### config.mk
export PLATFORM = sky130hd
export DESIGN_NAME = kpscan
export DESIGN_NICKNAME = d
export VERILOG_FILES = /design/src/rtl/kpscan_pkg.sv /design/src/rtl/kpscan_sync.sv /design/src/rtl/kpscan.sv
export SDC_FILE = /design/constraint.sdc
export NUM_CORES = 1
export LEC_CHECK = 0
export BUFFER_PORTS_ARGS = -buffer_cell sky130_fd_sc_hd__buf_2
export CAP_MARGIN = 20
export CORE_MARGIN = 2
export CORE_UTILIZATION = 35
export DETAILED_ROUTE_END_ITERATION = 6
export GPL_TIMING_DRIVEN = 0
export HOLD_SLACK_MARGIN = 0.15
export PLACE_DENSITY = 0.6
export SYNTH_ARGS = -nofsm -noshare
export SYNTH_HDL_FRONTEND = slang
export SYNTH_SLANG_ARGS = --single-unit
### constraint.sdc
create_clock -name clk -period 4.01 [get_ports clk]
set_input_delay 0.802 -clock clk [delete_from_list [all_inputs] [get_ports clk]]
set_output_delay 0.802 -clock clk [all_outputs]
set_load 0.005 [all_outputs]
### src/rtl/kpscan_pkg.sv
// Shared types, constants and key-map helpers for the 4x4 keypad scanner.
package kpscan_pkg;

    typedef enum logic [1:0] {
        SCAN      = 2'd0,
        DEB_PRESS = 2'd1,
        PRESSED   = 2'd2,
        DEB_REL   = 2'd3
    } state_t;

    localparam logic [3:0] KPC_COL0 = 4'b0111;
    localparam logic [3:0] KPC_COL1 = 4'b1011;
    localparam logic [3:0] KPC_COL2 = 4'b1101;
    localparam logic [3:0] KPC_COL3 = 4'b1110;
    localparam logic [3:0] KPR_IDLE = 4'b1111;

    // Rows and columns share the same encoding: MSB low means index 0.
    function automatic logic singleLow(input logic [3:0] pattern);
        logic result;
        result = (pattern == KPC_COL0) || (pattern == KPC_COL1) ||
                 (pattern == KPC_COL2) || (pattern == KPC_COL3);
        return result;
    endfunction

    function automatic logic [1:0] lowIndex(input logic [3:0] pattern);
        logic [1:0] result;
        case (pattern)
            KPC_COL1: result = 2'd1;
            KPC_COL2: result = 2'd2;
            KPC_COL3: result = 2'd3;
            default:  result = 2'd0;
        endcase
        return result;
    endfunction

    function automatic logic [3:0] keyMap(input logic [1:0] col, input logic [1:0] row);
        logic [3:0] result;
        case ({col, row})
            4'b00_00: result = 4'd1;
            4'b00_01: result = 4'd4;
            4'b00_10: result = 4'd7;
            4'b00_11: result = 4'd14;
            4'b01_00: result = 4'd2;
            4'b01_01: result = 4'd5;
            4'b01_10: result = 4'd8;
            4'b01_11: result = 4'd0;
            4'b10_00: result = 4'd3;
            4'b10_01: result = 4'd6;
            4'b10_10: result = 4'd9;
            4'b10_11: result = 4'd15;
            4'b11_00: result = 4'd10;
            4'b11_01: result = 4'd11;
            4'b11_10: result = 4'd12;
            default:  result = 4'd13;
        endcase
        return result;
    endfunction

endpackage

### src/rtl/kpscan_sync.sv
// Two-flop synchronizer for the asynchronous keypad row lines; idles high.
module kpscan_sync
    import kpscan_pkg::*;
(
    input  logic       clk,
    input  logic       reset,
    input  logic [3:0] i_async,
    output logic [3:0] o_sync
);

    logic [3:0] r_meta;
    logic [3:0] r_sync;

    always_ff @(posedge clk or posedge reset) begin
        if (reset) begin
            r_meta <= KPR_IDLE;
            r_sync <= KPR_IDLE;
        end else begin
            r_meta <= i_async;
            r_sync <= r_meta;
        end
    end

    assign o_sync = r_sync;

endmodule

### src/rtl/kpscan.sv
// 4x4 keypad scanner with press/release debounce and one event per press.
// Optional auto-repeat of the held key is enabled by defining KPSCAN_REPEAT_EN.
module kpscan
    import kpscan_pkg::*;
#(
    parameter int SETTLE_CYCLES   = 1000,
    parameter int DEBOUNCE_CYCLES = 500000,
    parameter int REPEAT_CYCLES   = 25000000
) (
    input  logic       clk,
    input  logic       reset,
    input  logic [3:0] kpr,
    output logic [3:0] kpc,
    output logic       key_valid,
    output logic [3:0] key_code,
    output logic       key_down
);

    localparam int SW = $clog2(SETTLE_CYCLES);
    localparam int DW = $clog2(DEBOUNCE_CYCLES);

    if (SETTLE_CYCLES < 3 || DEBOUNCE_CYCLES < 2 || REPEAT_CYCLES < 2) begin : g_badParam
        $error("kpscan: cycle parameters below their minimum values");
    end

    logic [3:0]    w_kprS;
    logic [1:0]    w_colIdx;

    state_t        r_state;
    logic [SW-1:0] r_settleCnt;
    logic [DW-1:0] r_debCnt;
    logic [3:0]    r_kpc;
    logic [3:0]    r_rowPat;
    logic          r_keyValid;
    logic [3:0]    r_keyCode;
    logic          r_keyDown;

    state_t        w_nextState;
    logic [SW-1:0] w_nextSettle;
    logic [DW-1:0] w_nextDeb;
    logic [3:0]    w_nextKpc;
    logic [3:0]    w_nextPat;
    logic          w_nextValid;
    logic [3:0]    w_nextCode;
    logic          w_nextDown;

`ifdef KPSCAN_REPEAT_EN
    localparam int RW = $clog2(REPEAT_CYCLES);
    logic [RW-1:0] r_rptCnt;
    logic [RW-1:0] w_nextRpt;
`endif

    kpscan_sync u_sync (
        .clk     (clk),
        .reset   (reset),
        .i_async (kpr),
        .o_sync  (w_kprS)
    );

    assign w_colIdx = lowIndex(r_kpc);

    always_ff @(posedge clk or posedge reset) begin
        if (reset) begin
            r_state     <= SCAN;
            r_settleCnt <= '0;
            r_debCnt    <= '0;
            r_kpc       <= KPC_COL0;
            r_rowPat    <= KPR_IDLE;
            r_keyValid  <= 1'b0;
            r_keyCode   <= 4'd0;
            r_keyDown   <= 1'b0;
        end else begin
            r_state     <= w_nextState;
            r_settleCnt <= w_nextSettle;
            r_debCnt    <= w_nextDeb;
            r_kpc       <= w_nextKpc;
            r_rowPat    <= w_nextPat;
            r_keyValid  <= w_nextValid;
            r_keyCode   <= w_nextCode;
            r_keyDown   <= w_nextDown;
        end
    end

`ifdef KPSCAN_REPEAT_EN
    always_ff @(posedge clk or posedge reset) begin
        if (reset) begin
            r_rptCnt <= '0;
        end else begin
            r_rptCnt <= w_nextRpt;
        end
    end
`endif

    // Column rotation is a right shift of the active-low one-hot pattern.
    always_comb begin
        w_nextState  = r_state;
        w_nextSettle = r_settleCnt;
        w_nextDeb    = r_debCnt;
        w_nextKpc    = r_kpc;
        w_nextPat    = r_rowPat;
        w_nextValid  = 1'b0;
        w_nextCode   = r_keyCode;
        w_nextDown   = r_keyDown;

        case (r_state)
            SCAN: begin
                if (r_settleCnt == SW'(SETTLE_CYCLES - 1)) begin
                    if (singleLow(w_kprS)) begin
                        w_nextPat   = w_kprS;
                        w_nextDeb   = '0;
                        w_nextState = DEB_PRESS;
                    end else begin
                        w_nextKpc    = {r_kpc[0], r_kpc[3:1]};
                        w_nextSettle = '0;
                    end
                end else begin
                    w_nextSettle = r_settleCnt + SW'(1);
                end
            end
            DEB_PRESS: begin
                if (w_kprS != r_rowPat) begin
                    w_nextState  = SCAN;
                    w_nextSettle = '0;
                end else if (r_debCnt == DW'(DEBOUNCE_CYCLES - 1)) begin
                    w_nextValid = 1'b1;
                    w_nextCode  = keyMap(w_colIdx, lowIndex(r_rowPat));
                    w_nextDown  = 1'b1;
                    w_nextState = PRESSED;
                end else begin
                    w_nextDeb = r_debCnt + DW'(1);
                end
            end
            PRESSED: begin
                if (w_kprS == KPR_IDLE) begin
                    w_nextDeb   = '0;
                    w_nextState = DEB_REL;
                end
            end
            DEB_REL: begin
                if (w_kprS != KPR_IDLE) begin
                    w_nextState = PRESSED;
                end else if (r_debCnt == DW'(DEBOUNCE_CYCLES - 1)) begin
                    w_nextDown   = 1'b0;
                    w_nextKpc    = {r_kpc[0], r_kpc[3:1]};
                    w_nextSettle = '0;
                    w_nextState  = SCAN;
                end else begin
                    w_nextDeb = r_debCnt + DW'(1);
                end
            end
            default: begin
                w_nextState = SCAN;
            end
        endcase

`ifdef KPSCAN_REPEAT_EN
        w_nextRpt = r_rptCnt;
        if (r_state == DEB_PRESS && w_nextState == PRESSED) begin
            w_nextRpt = '0;
        end else if (r_state == PRESSED || r_state == DEB_REL) begin
            if (r_rptCnt == RW'(REPEAT_CYCLES - 1)) begin
                w_nextValid = 1'b1;
                w_nextRpt   = '0;
            end else begin
                w_nextRpt = r_rptCnt + RW'(1);
            end
        end
        if (w_nextState == SCAN) begin
            w_nextRpt = '0;
        end
`endif
    end

    assign kpc       = r_kpc;
    assign key_valid = r_keyValid;
    assign key_code  = r_keyCode;
    assign key_down  = r_keyDown;

endmodule

Word-level counts from Yosys, hierarchy flattened
Memories as Yosys holds them, arrays and structs flattened. A register that Yosys moved wholly into a read port is not among the register bits.
Index checks and enable logic that the tools add are counted.
- equality and inequality tests: 30
- reduce and logical (&&, ||, !) cells: 14
- mux-type cells: 39
- bitwise operators: 1
- add/sub/neg operators: 2
- operator list (operator ; number):
    two-way mux 19 bit ; 6
    case mux 19 bit (4 select lines) ; 1
    two-way mux 10 bit ; 5
    == test 4 bit (second input constant) ; 10
    case mux 10 bit (3 select lines) ; 1
    AND reduction 5 bit ; 5
    two-way mux 2 bit ; 10
    adder 19 x 1 -> 19 bit (second input constant) ; 1
    == test 19 bit (second input constant) ; 1
    != test 2 bit (second input constant) ; 9
    two-way mux 4 bit ; 4
    case mux 2 bit (3 select lines) ; 2
    adder 10 x 1 -> 10 bit (second input constant) ; 1
    == test 10 bit (second input constant) ; 1
    != test 3 bit (second input constant) ; 3
    case mux 2 bit (4 select lines) ; 1
    case mux 4 bit (2 select lines) ; 1
    two-way mux 1 bit ; 7
    AND reduction 3 bit ; 2
    == test 2 bit (second input constant) ; 2
    == test 4 x 3 -> 1 bit (second input constant) ; 1
    != test 4 bit ; 1
    != test 4 bit (second input constant) ; 1
    nonzero test 2 bit ; 2
    other kinds (6) ; 8
- memories kept: 1
- input port bits: 6
- bits in read-only memories: 64
- output and inout port bits: 10
- bits in registers: 49
- word-level logic and storage cells: 96
- memory list (name ; words ; bits a word ; read ports ; clocked after Yosys merged registers in ; write ports ; line ; RTL):
    (no name shown) ; 16 ; 4 ; 1 ; 1 ; 0 ; kpscan_pkg.sv:38 ; case ({col, row})

Longest topological paths before layout
- word-level depth: 7
- gate-level depth with buffers: 8
- gate-level depth less buffers: 7

Hierarchy
A second synthesis with hierarchy kept.
- cell total of the unflattened synthesis: 329
- area total of the unflattened synthesis: 3195.6 um^2
- modules (own cells, without submodules) (module ; times used ; cells each ; seq. area each (um^2) ; area each (um^2)):
    kpscan ; 1 ; 320 ; 1134.8 ; 2981.6
    kpscan_sync ; 1 ; 9 ; 210.2 ; 214.0

Worst setup path after synthesis
OpenSTA, ideal clock, no wires.
- kind: reg2reg
- start: register r_debCnt[6]
- end: register r_keyCode[3] (netlist: key_code[3])
- period minus slack after synthesis: 2490 ps
- required time: 3885 ps
- buffers on the path: 2
- path slack: 1520 ps
- library setup time: 125 ps
- stages on the path, launching flop included: 7
- arrival time: 2365 ps
- cell sequence: dfrtp_1 -> buf_6 -> or4b_4 -> or4_4 -> or4_4 -> buf_6 -> mux2_4
- cells in the longest elaborated chain, start to end: 2
- ends and longest elaborated chain (element ; line ; RTL):
    start, declared ; kpscan.sv:31 ; logic [DW-1:0] r_debCnt;
    start signal, assigned ; kpscan.sv:75 ; r_debCnt <= w_nextDeb;
    == test 19 bit ; kpscan.sv:124 ; end else if (r_debCnt == DW'(DEBOUNCE_CYCLES - 1)) begin
    AND reduction 3 bit (no line) ; -- ;
    end, declared ; kpscan.sv:35 ; logic [3:0] r_keyCode;
Every way passes these cells.
A chain may end at the register's enable or synchronous reset.

Worst setup path after layout
- start: register r_settleCnt[0]
- end: register r_settleCnt[6]
- cells in the longest elaborated chain, start to end: 3
- elaborated cells between the ends (all ways): 6
- those cells by class: add/sub (1); eq/ne (2); mux (2); reduce/logical (1)
- ends and longest elaborated chain (element ; line ; RTL):
    start, declared ; kpscan.sv:30 ; logic [SW-1:0] r_settleCnt;
    start signal, assigned ; kpscan.sv:74 ; r_settleCnt <= w_nextSettle;
    adder 10 x 1 -> 10 bit / == test 10 bit (equally long branches) ; kpscan.sv:117, kpscan.sv:107 ;
    two-way mux 10 bit / != test 3 bit (equally long branches) ; -- ;
    case mux 10 bit (3 select lines) / AND reduction 5 bit (equally long branches) ; -- ;
Several ways; a longest one is shown, not always the timed one.

==> summary.md <==
| Metric | Value |
|---|---|
| Routed wirelength normalized by instance count | about 16 um |
| Number of global-route vias before repair | 2643 |
| Root cell of the clock tree | sky130_fd_sc_hd__clkbuf_8 |
| Floorplan core area | 8720 sq um |
| FF/Latch Area | 1350 sq um |
| Routed Antenna Nets | 0 |
| WL met1 | 3600 um |
| Simple-gate area share of the yosys netlist | 0.256 |
| Crit path required time | ~4.2 ns |
| Minimum period implied by the final worst setup slack | 3.06 ns |
| Cell taking the most area after synthesis | sky130_fd_sc_hd__dfrtp_1 |
| # IOs | 16 |
| Number of core rows | 34 |
| Xor-xnor portion of the synthesized cell area | 0.0196 |
| Clock Pin Slew Worst Setup and Hold Paths | around 0.1 ns |
| Crit path kind | reg -> reg |
| Share of synthesized area spent on multiplexers | 0.0363 |
| Type of the tightest min-delay check | reg -> reg |
| Top layer reached by signal wires | met4 |
| Non-Filler Instances | 465 |
| WL met3 | 286 um |
| Leakage | 1.37 nW |
| Maximum number of pins on one net before global-route repair | 34 |
| Number of enable flip-flop cells after synthesis | 0 |
| Worst path slowest cell | sky130_fd_sc_hd__o22ai_1 |
| Number of standard cells after synthesis | 333 |
| Num Clock Sinks | 53 |
| Starting density of the core | 0.359 |
| Measured slew at the worst slew-check pin | 0.879 ns |
| Clk_skew | 0.0134 ns |
| Setup violation total in the final timing report | 0 |
| Setup repair after global routing missed its margin | no |
| CTS tree | yes |
| Maximum ir drop on the vdd rail | 0.117 mV |
| Vias per inst | about 5.8 |
| Num CTS Buffers | 5 |
| Net count reported at finish | 364 |
| Arrival time of data at the critical path endpoint | 3.24 ns |
| Part of the Yosys area used for sequential elements | 0.429 |
| Number of max-cap violations | 0 |
| Worst-path cell chain | ha_1 > nor4bb_1 > nand4_1 > o22ai_1 > or2_0 > clkbuf_1 > o21ai_0 |
| Maximum count of clock buffers along a single path | 2 |
| Count of final max-slew check failures | 0 |
| Standard cell area after detailed placement | 3360 sq um |
| Fillcell total | 859 |
| Clock latency reported for the late side of the worst-skew pair | between 0.3 and 0.4 ns |
| Overflow left after global routing | 0 |
| 1st-pass router iterations | 4 |
| Share of the clock period used by the worst path after layout | 0.763 |
| Worst path max stage delay | 0.63 ns |
| Post-place setup slack | 1.03 ns |
| Detailed-placement wirelength estimate | 5180 um |
| Area overhead of the layout relative to synthesis | 10.9% |
| Total of flip-flops plus latches after synthesis | 53 |
| Post-layout worst setup margin | between 0.9 and 1 ns |
| Post-route design area | 3470 sq um |
| Predominant post-synthesis flop cell | sky130_fd_sc_hd__dfrtp_1 |
| Count of final hold-check violations | 0 |
| Nature of the critical path startpoint | flop |
| Proportion of netlist area held by the largest area contributor | 0.304 |
| Drt drc | 0 |
| Vias after detailed routing | 2681 |
| Number of warnings printed during yosys synthesis | 0 |
| Initial antenna violation count | 0 |
| Share of synthesized registers carrying an async set or reset | 1.00 |
| Routability cong. | 0.882 |
| Highest Clock Rate | 0.327 GHz |
| Library cells used by synthesis | 63 |
| Met2 Routed Length | 3360 um |
| Routed wire length | 7310 um |
| Nets in the synthesized netlist | 341 |
| Die footprint | 9720 sq um |
| X dimension of the die | 98.6 um |
| CTS-repair resized insts | 0 |
| Number of DRC markers after the initial detailed-route iteration | 191 |
| Top fanout value on the critical path | 10 |
| Global-route wire length before repair | 12800 um |
| Areal power density over the cells | between 200 and 300 nW/um^2 |
| Footprint of the multi-input gates | 1650 sq um |
| Hold-fix buffers at CTS | 0 |
| Antenna diodes | 0 |
| Combinational family with the most area after synthesis | simple AND/OR/NAND/NOR gates |
| Average size of a mapped cell | about 9.4 sq um |
| Post-synthesis instance area | 3130 sq um |
| Layout cells sized above 1 | 0.165 |
| Compound-gate portion of the synthesized area | 0.206 |
| Post-CTS Setup Inserts | 0 |
| Cells taking the most area after synthesis | sky130_fd_sc_hd__dfrtp_1 30%, sky130_fd_sc_hd__dfstp_2 13%, sky130_fd_sc_hd__nand2_1 3.5% |
| Setup TNS Final | 0 ns |
| Run status | complete, no violations |
| Critical Path Sink Type | flop |
| Port bufs | 15 |
| Worst slew margin relative to its limit | 0.409 |
| Cell total after placement | 457 |
| Adder and majority gate portion of the synthesized area | 0.00799 |
| CTS H-tree lvls | 2 |
| GRT Total Usage | 0.159 |
| Height of the die | 98.6 um |
[worst max-delay path, delay by kind of cell (launching register included)]
kind,cells,cell delay [ns]
AO/OA/AOI/OAI,2,0.80
adder cells (fa/ha/maj),1,0.30
flip-flops,1,0.48
AND/OR/NAND/NOR,3,0.95
buffers and inverters,1,0.39
[sequential cells by signal (all words and copies together) (netlist names)]
name	flops
r_state	2
key_valid	1
r_debCnt	19
r_rowPat	4
r_settleCnt	10
u_sync.r_meta	4
key_code	4
u_sync.o_sync	4
key_down	1
kpc	4
[power breakdown]
group	internal (W)	switching [W]	total (W)
clock	0.000179	0.000182	0.000361
sequential	0.000542	0.00000424	0.000546
combinational	0.00000797	0.0000172	0.0000251
total	0.000729	0.000203	0.000932
[cells in the final DEF, fill, tap and decap left out, drive strengths merged, types with 5 or more instances in the layout]
cell type  netlist  final
a31oi           13     13
or4              5      5
nand3           13     13
nor2            18     18
dfrtp           38     38
a211oi           5      5
o31ai            7      7
inv             15     15
dfstp           15     15
clkbuf          13     21
mux2             8      8
nand2           29     29
nand4            7      7
and2             5      5
nor4            14     14
or3              6      6
buf              5     21
a221o            6      6
o21ai           18     18
nor3             8      8
xnor2            7      7
[through the flow]
step	hold WS, ns	util	power [W]
5_1_grt	0.364	0.398	0.000971
3_5_place_dp	0.347	0.386	0.000582
6_report	0.359	0.398	0.000932
3_3_place_gp	0.347	0.383	0.000579
2_1_floorplan	0.345	-	0.000571
4_1_cts	0.362	0.398	0.000948
[cell type report]
type / instances / share of cell area
plain buffers: 18 / 0.0245
clock buffers: 8 / 0.0320
inverters: 15 / 0.0162
multi-input cells: 247 / 0.474
flip-flops and latches: 53 / 0.387
well taps: 108 / 0.0389
repair buffers: 16 / 0.0274
[logic make-up after synthesis]
group                    after synthesis
multiplexers                          10
adder cells (fa/ha/maj)                2
buffers and inverters                 33
flip-flops                            53
AO/OA/AOI/OAI                         89
AND/OR/NAND/NOR                      139
XOR/XNOR                               7
[cell usage after synthesis, types with 5 or more instances]
| cell type | n |
|---|---|
| sky130_fd_sc_hd__nor2_1 | 18 |
| sky130_fd_sc_hd__inv_1 | 15 |
| sky130_fd_sc_hd__nand3_1 | 13 |
| sky130_fd_sc_hd__o21ai_0 | 16 |
| sky130_fd_sc_hd__mux2_2 | 7 |
| sky130_fd_sc_hd__and2_1 | 5 |
| sky130_fd_sc_hd__a221o_1 | 6 |
| sky130_fd_sc_hd__o31ai_1 | 7 |
| sky130_fd_sc_hd__xnor2_1 | 7 |
| sky130_fd_sc_hd__nand2_1 | 29 |
| sky130_fd_sc_hd__clkbuf_1 | 13 |
| sky130_fd_sc_hd__nor4_1 | 14 |
| sky130_fd_sc_hd__or3_1 | 6 |
| sky130_fd_sc_hd__a31oi_1 | 13 |
| sky130_fd_sc_hd__dfrtp_1 | 38 |
| sky130_fd_sc_hd__dfstp_2 | 15 |
| sky130_fd_sc_hd__nor3_1 | 8 |
| sky130_fd_sc_hd__a211oi_1 | 5 |
| sky130_fd_sc_hd__nand4_1 | 7 |
[final timing paths]
path | slack, ns | cells past startpoint | endpoint | startpoint
max | 0.95 | 7 | r_settleCnt[6]$_DFFE_PP0P_ | r_settleCnt[0]$_DFFE_PP0P_
min | 0.36 | 0 | u_sync.o_sync[3]$_DFF_PP1_ | u_sync.r_meta[3]$_DFF_PP1_
max reg2reg | 0.95 | 7 | r_settleCnt[6]$_DFFE_PP0P_ | r_settleCnt[0]$_DFFE_PP0P_
min reg2reg | 0.36 | 0 | u_sync.o_sync[3]$_DFF_PP1_ | u_sync.r_meta[3]$_DFF_PP1_
max in group asynchronous | 2.90 | 3 | r_rowPat[2]$_DFFE_PP1P_ | reset
min in group asynchronous | 0.50 | 2 | r_debCnt[7]$_DFFE_PP0P_ | reset
[metal layers]
layer | vias up | GRT usage
met4 | 0 | 0.0443
met3 | 6 | 0.0291
met1 | 1290 | 0.230
li1 | 1324 | -
met5 | - | 0
met2 | 61 | 0.245
(Power assumes the default switching activity.)
